$ cat src/rtl/operand_fetch.sv
// Operand fetch stage: scoreboard hazard check, register read, one-entry output bundle.
// Define OPERAND_FETCH_BYPASS_EN to forward same-cycle writeback data to a stalled source.
module operand_fetch #(
    parameter int DATA_WIDTH = 32,
    parameter int NUM_REG = 32,
    localparam int SELECT_WIDTH = (NUM_REG > 1) ? $clog2(NUM_REG) : 1
) (
    input  logic                          clk,
    input  logic                          rst_n,
    input  logic [NUM_REG*DATA_WIDTH-1:0] i_reg_data,
    input  logic                          i_req_valid,
    output logic                          o_req_ready,
    input  logic [SELECT_WIDTH-1:0]       i_rs1_sel,
    input  logic [SELECT_WIDTH-1:0]       i_rs2_sel,
    input  logic                          i_rd_en,
    input  logic [SELECT_WIDTH-1:0]       i_rd_sel,
    input  logic                          i_wb_enable,
    input  logic [SELECT_WIDTH-1:0]       i_wb_select,
    input  logic [DATA_WIDTH-1:0]         i_wb_data,
    output logic                          o_op_valid,
    input  logic                          i_op_ready,
    output logic [DATA_WIDTH-1:0]         o_rs1_data,
    output logic [DATA_WIDTH-1:0]         o_rs2_data,
    output logic                          o_rd_en,
    output logic [SELECT_WIDTH-1:0]       o_rd_sel,
    output logic [NUM_REG-1:0]            o_busy
);

    typedef enum logic {EMPTY = 1'b0, FULL = 1'b1} state_t;

    state_t state;
    state_t state_n;

    logic [DATA_WIDTH-1:0] regs [NUM_REG];
    logic [NUM_REG-1:0]    busy_n;
    logic                  busy1;
    logic                  busy2;
    logic                  busy_d;
    logic                  fwd1;
    logic                  fwd2;
    logic                  hazard;
    logic                  accept;
    logic [DATA_WIDTH-1:0] rs1_val;
    logic [DATA_WIDTH-1:0] rs2_val;

    always_comb begin
        for (int k = 0; k < NUM_REG; k++) begin
            regs[k] = i_reg_data[k*DATA_WIDTH +: DATA_WIDTH];
        end
    end

    // Out-of-range selects match no k, so they read zero and are never busy.
    function automatic logic busy_of(input logic [SELECT_WIDTH-1:0] sel,
                                     input logic [NUM_REG-1:0] b);
        busy_of = 1'b0;
        for (int k = 0; k < NUM_REG; k++) begin
            if (sel == SELECT_WIDTH'(k)) busy_of = b[k];
        end
    endfunction

    function automatic logic [DATA_WIDTH-1:0] read_of(
        input logic [SELECT_WIDTH-1:0] sel);
        read_of = '0;
        for (int k = 0; k < NUM_REG; k++) begin
            if (sel == SELECT_WIDTH'(k)) read_of = regs[k];
        end
    endfunction

    assign busy1  = busy_of(i_rs1_sel, o_busy);
    assign busy2  = busy_of(i_rs2_sel, o_busy);
    assign busy_d = busy_of(i_rd_sel, o_busy);

`ifdef OPERAND_FETCH_BYPASS_EN
    logic wb_hit1;
    logic wb_hit2;

    assign wb_hit1 = i_wb_enable && (i_wb_select == i_rs1_sel);
    assign wb_hit2 = i_wb_enable && (i_wb_select == i_rs2_sel);
    assign fwd1    = busy1 && wb_hit1;
    assign fwd2    = busy2 && wb_hit2;
`else
    assign fwd1 = 1'b0;
    assign fwd2 = 1'b0;
`endif

    assign hazard = (busy1 && !fwd1) || (busy2 && !fwd2) || (i_rd_en && busy_d);

    assign o_req_ready = ((state == EMPTY) || i_op_ready) && !hazard;
    assign accept      = i_req_valid && o_req_ready;
    assign o_op_valid  = (state == FULL);

    assign rs1_val = fwd1 ? i_wb_data : read_of(i_rs1_sel);
    assign rs2_val = fwd2 ? i_wb_data : read_of(i_rs2_sel);

    always_comb begin
        state_n = state;
        unique case (state)
            EMPTY: if (accept) state_n = FULL;
            FULL:  if (i_op_ready && !accept) state_n = EMPTY;
            default: state_n = EMPTY;
        endcase
    end

    // Clear first so a same-edge set on the same index wins.
    always_comb begin
        busy_n = o_busy;
        for (int k = 0; k < NUM_REG; k++) begin
            if (i_wb_enable && (i_wb_select == SELECT_WIDTH'(k))) busy_n[k] = 1'b0;
            if (accept && i_rd_en && (i_rd_sel == SELECT_WIDTH'(k))) busy_n[k] = 1'b1;
        end
    end

    always_ff @(posedge clk or negedge rst_n) begin
        if (!rst_n) begin
            state  <= EMPTY;
            o_busy <= '0;
        end else begin
            state  <= state_n;
            o_busy <= busy_n;
        end
    end

    always_ff @(posedge clk or negedge rst_n) begin
        if (!rst_n) begin
            o_rs1_data <= '0;
            o_rs2_data <= '0;
            o_rd_en    <= 1'b0;
            o_rd_sel   <= '0;
        end else if (accept) begin
            o_rs1_data <= rs1_val;
            o_rs2_data <= rs2_val;
            o_rd_en    <= i_rd_en;
            o_rd_sel   <= i_rd_sel;
        end
    end

endmodule

$ cat config.mk
export PLATFORM = sky130hd
export DESIGN_NAME = operand_fetch
export DESIGN_NICKNAME = d
export VERILOG_FILES = /design/src/rtl/operand_fetch.sv
export SDC_FILE = /design/constraint.sdc
export NUM_CORES = 1
export LEC_CHECK = 0
export BUFFER_PORTS_ARGS = -buffer_cell sky130_fd_sc_hd__buf_4
export CAP_MARGIN = 30
export CELL_PAD_IN_SITES_DETAIL_PLACEMENT = 1
export CELL_PAD_IN_SITES_GLOBAL_PLACEMENT = 2
export CORE_AREA = 2 2 460 462
export CTS_CLUSTER_DIAMETER = 120
export DETAILED_ROUTE_END_ITERATION = 10
export DIE_AREA = 0 0 462 464
export PLACE_DENSITY = 0.48
export RECOVER_POWER = 50
export SLEW_MARGIN = 20
export SYNTH_ARGS = -nofsm -noshare
export SYNTH_HDL_FRONTEND = slang
export SYNTH_SLANG_ARGS = --single-unit
$ cat constraint.sdc
create_clock -name clk -period 5.7 [get_ports clk]
set_input_delay 1.71 -clock clk [delete_from_list [all_inputs] [get_ports clk]]
set_output_delay 1.71 -clock clk [all_outputs]
set_load 0.02 [all_outputs]
==> metrics.md <==
| Metric | Value |
|---|---|
| Worst slew pin tran | `3.82 ns` |
| Slowest CP cell | `a21oi_1` |
| Root buffer cell | `clkbuf_16` |
| DR iter-0 viols | `roughly 3500` |
| Pwr/cell area | `175 nW/um^2` |
| Fin cells | `7162` |
| Cell mode on critical path | `buf_4` |
| Setup-failing EPs final | `0` |
| Post-Route WL | `323 mm` |
| Final period utilization | `96.9%` |
| Maxcap violations | `1` |
| Required time of the critical path | `3.99 ns` |
| R2r endpoint | `o_rs2_data[9]$_DFFE_PN0P_` |
| Post-layout util | `approximately 18%` |
| Clk buf depth | `2` |
| CP Launch Type | `input pin` |
| Top delay family on crit path | `simple AND/OR/NAND/NOR gates` |
| Die Y | `464 microns` |
| All-Layer GR Usage | `28.8%` |
| HP Class | `reg -> reg` |
| CTS sink count | `103` |
| ANT nets after route | `0` |
| Total CTS buffers | `9` |
| Buf/Inv on CP | `4` |
| Input/output buffers | `1153` |
| Post-synthesis sequential area ratio | `11.5%` |
| Post-DP HPWL | `279 mm` |
| Worst VDD drop | `between 200 and 250 uV` |
| CTS tree | `yes` |
| Ys async rst share | `between 90% and 100%` |
| Leak | `15.1 nW` |
| RSZ-0062 raised after global routing | `no` |
| Via-to-Cell Ratio | `a little under 5` |
| Initial antenna violation count | `170` |
| Critical path's largest stage delay | `0.40 ns` |
| Fin. max-slew vios | `63` |
| Synthesized flop and latch total | `~100` |
| Synthesized instance count | `between 3000 and 4000` |
| Total power | `0.00640 W` |
| Yosys cell types | `84` |
| Routed len/inst | `45.1 microns` |
| Boundary Pins | `1186` |
| Placed insts | `7072` |
| Mapped Area | `between 20000 and 25000 sq um` |
| Chip Width | `462 microns` |
| Reg clk slew, reported paths | `~0.080 ns` |
| Register-to-Register Path Depth | `10` |
| Vias in the first global route | `35600` |
| Router iterations before antenna repair | `7` |
| Core ar. | `209000 sq um` |
| Clock latency on the worst-skew pair | `0.48 ns` |
| Failing checks | `capacitance limit, slew limit` |
| Final setup margin | `about 0.18 ns` |
| Post-Syn Nets | `a little over 4000` |
| Layout cells sized above 1 | `41.0%` |
| Die Area | `roughly 210000 sq um` |
| EDFF count, synth | `0` |
| Arrival time worst endpoint | `3.81 ns` |
| Clock skew | `0.0335 ns` |
| Global-route wire length before repair | `between 400 and 500 mm` |
| Area grow syn2layout | `63.9%` |
| FF-to-FF setup slack | `2.08 ns` |
| Final nets | `about 5400` |
| FF-to-FF Start | `o_busy[10]$_DFFE_PN0P_` |
| Via Count | `about 35000` |
| Critical setup path kind | `in -> out` |
| DRC | `0` |
| Row cnt | `168` |
| Pre-CTS setup slack | `0.0486 ns` |
| Setup TNS | `0 ns` |
| Outcome | `finished with violations` |
| Crit. path cell count | `10` |
| Fmax | `0.181 GHz` |
| Worst setup path endpoint | `o_req_ready` |
| Crit end category | `primary output` |
| Critical Path, Cell by Cell | `buf_8 > buf_4 > and2_1 > buf_4 > nand2_1 > nand2_1 > a21oi_1 > o211ai_4 > nor2_2 > buf_4` |
| Largest net degree at the start of global routing | `99` |
| GPL Wtd Cong | `0.944` |
| CP Launch Point | `i_rs2_sel[1]` |
| Final Hold Viols | `0` |
| Prevailing post-synth register cell | `dfrtp_1` |
| Hold-critical path depth | `1` |
| Global route total overflow | `0` |
| Mapped Avg Cell Area | `~7.3 sq um` |
| H-Tree Depth | `3` |
| Final min period | `5.52 ns` |
| Syn. warnings | `0` |
| Effective utilization at floorplan | `between 10% and 20%` |
| Relative slew slack | `-155%` |
| Crit-path max FO | `21` |
## worst register-to-register path: stages, from the launching register on
cell and delay (ns):
dfrtp_1 0.50, and2_1 0.22, a2111oi_0 0.51, o32a_1 0.29, a2111oi_2 0.07, o211ai_1 0.29
buf_4 0.17, o211ai_2 0.20, nor2_8 0.53, buf_12 0.37, mux2_4 0.36
## layer usage
layer  track usage, %  part of all wire [%]  vias up
met5                0                  0.17        -
met4             11.8                   3.2       84
met3             6.09                   6.7      375
met2             47.1                    48     1881
met1             36.3                    42    18300
li1                 -                     -    14800
## worst min-delay path by stage
| stage | startpoint | to | slack (ns) |
|---|---|---|---|
| 3_3_place_gp | o_rs2_data[18]$_DFFE_PN0P_ | o_rs2_data[18]$_DFFE_PN0P_ | 0.50 |
| 2_1_floorplan | o_rs2_data[11]$_DFFE_PN0P_ | o_rs2_data[11]$_DFFE_PN0P_ | 0.60 |
| 4_1_cts | o_rs2_data[27]$_DFFE_PN0P_ | o_rs2_data[27]$_DFFE_PN0P_ | 0.53 |
| 3_5_place_dp | o_rs2_data[27]$_DFFE_PN0P_ | o_rs2_data[27]$_DFFE_PN0P_ | 0.50 |
| 6_report | o_rs2_data[19]$_DFFE_PN0P_ | o_rs2_data[19]$_DFFE_PN0P_ | 0.53 |
| 5_1_grt | o_rs2_data[27]$_DFFE_PN0P_ | o_rs2_data[27]$_DFFE_PN0P_ | 0.54 |
## power by group
part           switching (W)  total, W  leakage [nW]  internal [W]
sequential          0.000306   0.00131          1.28       0.00101
combinational        0.00260   0.00429          13.6       0.00169
clock               0.000478  0.000794         0.147      0.000317
total                0.00339   0.00640          15.1       0.00301
## cell families (layout without fill, tap and decap cells)
logic type,Yosys count,after routing,share of synthesized area (%)
mux,381,381,21.3
compound gates,1424,1424,42.6
buf+inv,348,1560,7.40
other cells,0,74,0
flops,103,103,11.5
simple gates,815,815,17.1
## stage by stage
step           cell area, sq um  hold slack, ns
3_3_place_gp              36300           0.503
3_5_place_dp              36300           0.496
2_1_floorplan             22400           0.605
6_report                  36600           0.525
5_1_grt                   36600           0.538
4_1_cts                   36700           0.526
## registers in the layout, summed over array words and instances, names as in the netlist
signal,flops
o_rd_sel,5
o_rs2_data,32
o_busy,32
o_rs1_data,32
o_op_valid,1
o_rd_en,1
## synth_stat cells (all sizes together), types with 14 or more instances
cell type | number | area share, %
a211oi | 36 | 1.2
a21bo | 20 | 0.90
a21o | 33 | 1.1
a21oi | 342 | 7.7
a221oi | 45 | 1.8
a222oi | 35 | 1.6
a22oi | 101 | 3.4
a31oi | 20 | 0.56
buf | 133 | 3.8
clkbuf | 192 | 3.2
dfrtp | 103 | 12
inv | 21 | 0.35
mux2 | 142 | 8.2
mux2i | 195 | 8.7
mux4 | 44 | 4.4
nand2 | 243 | 4.1
nand2b | 22 | 0.62
nand3 | 55 | 1.2
nor2 | 249 | 4.3
nor2b | 62 | 1.8
nor3 | 76 | 1.8
nor4 | 26 | 0.73
o211ai | 14 | 0.55
o21ai | 235 | 5.3
o221ai | 154 | 6.0
o22ai | 236 | 6.6
o31ai | 37 | 1.2
o32a | 19 | 0.85
## cell type report
class / instances / area, sq um
Tap cell: 2805 / 3510
Sequential cell: 103 / 2580
Timing Repair Buffer: 1521 / 11600
Inverter: 23 / 86.3
Multi-Input combinational cell: 2620 / 18400
Clock inverter: 7 / 85.1
Fill cell: 25100 / 173000
Antenna cell: 74 / 185
Clock buffer: 9 / 225
## layout by cell type (no fill, tap or decap), types with 29 or more instances in the layout
| master | synthesis | layout |
|---|---|---|
| a211oi_1 | 36 | 36 |
| a21o_1 | 33 | 33 |
| a21oi_1 | 342 | 338 |
| a221oi_1 | 45 | 45 |
| a222oi_1 | 35 | 35 |
| a22oi_1 | 101 | 100 |
| buf_12 | 6 | 29 |
| buf_4 | 16 | 1432 |
| clkbuf_1 | 190 | 52 |
| dfrtp_1 | 103 | 103 |
| diode_2 | 0 | 74 |
| mux2_2 | 81 | 81 |
| mux2_4 | 60 | 60 |
| mux2i_1 | 195 | 195 |
| mux4_2 | 44 | 44 |
| nand2_1 | 243 | 238 |
| nand3_1 | 55 | 54 |
| nor2_1 | 246 | 227 |
| nor2b_1 | 61 | 56 |
| nor3_1 | 75 | 74 |
| o21ai_0 | 232 | 230 |
| o221ai_1 | 154 | 154 |
| o22ai_1 | 236 | 236 |
| o31ai_1 | 37 | 36 |
## what timing repair did
action	in CTS	in global routing
gates resized for setup	0	1
buffers inserted	0	0
endpoints found under the setup margin	0	1
hold buffers	0	0
Power figures use the tool's default switching activity.
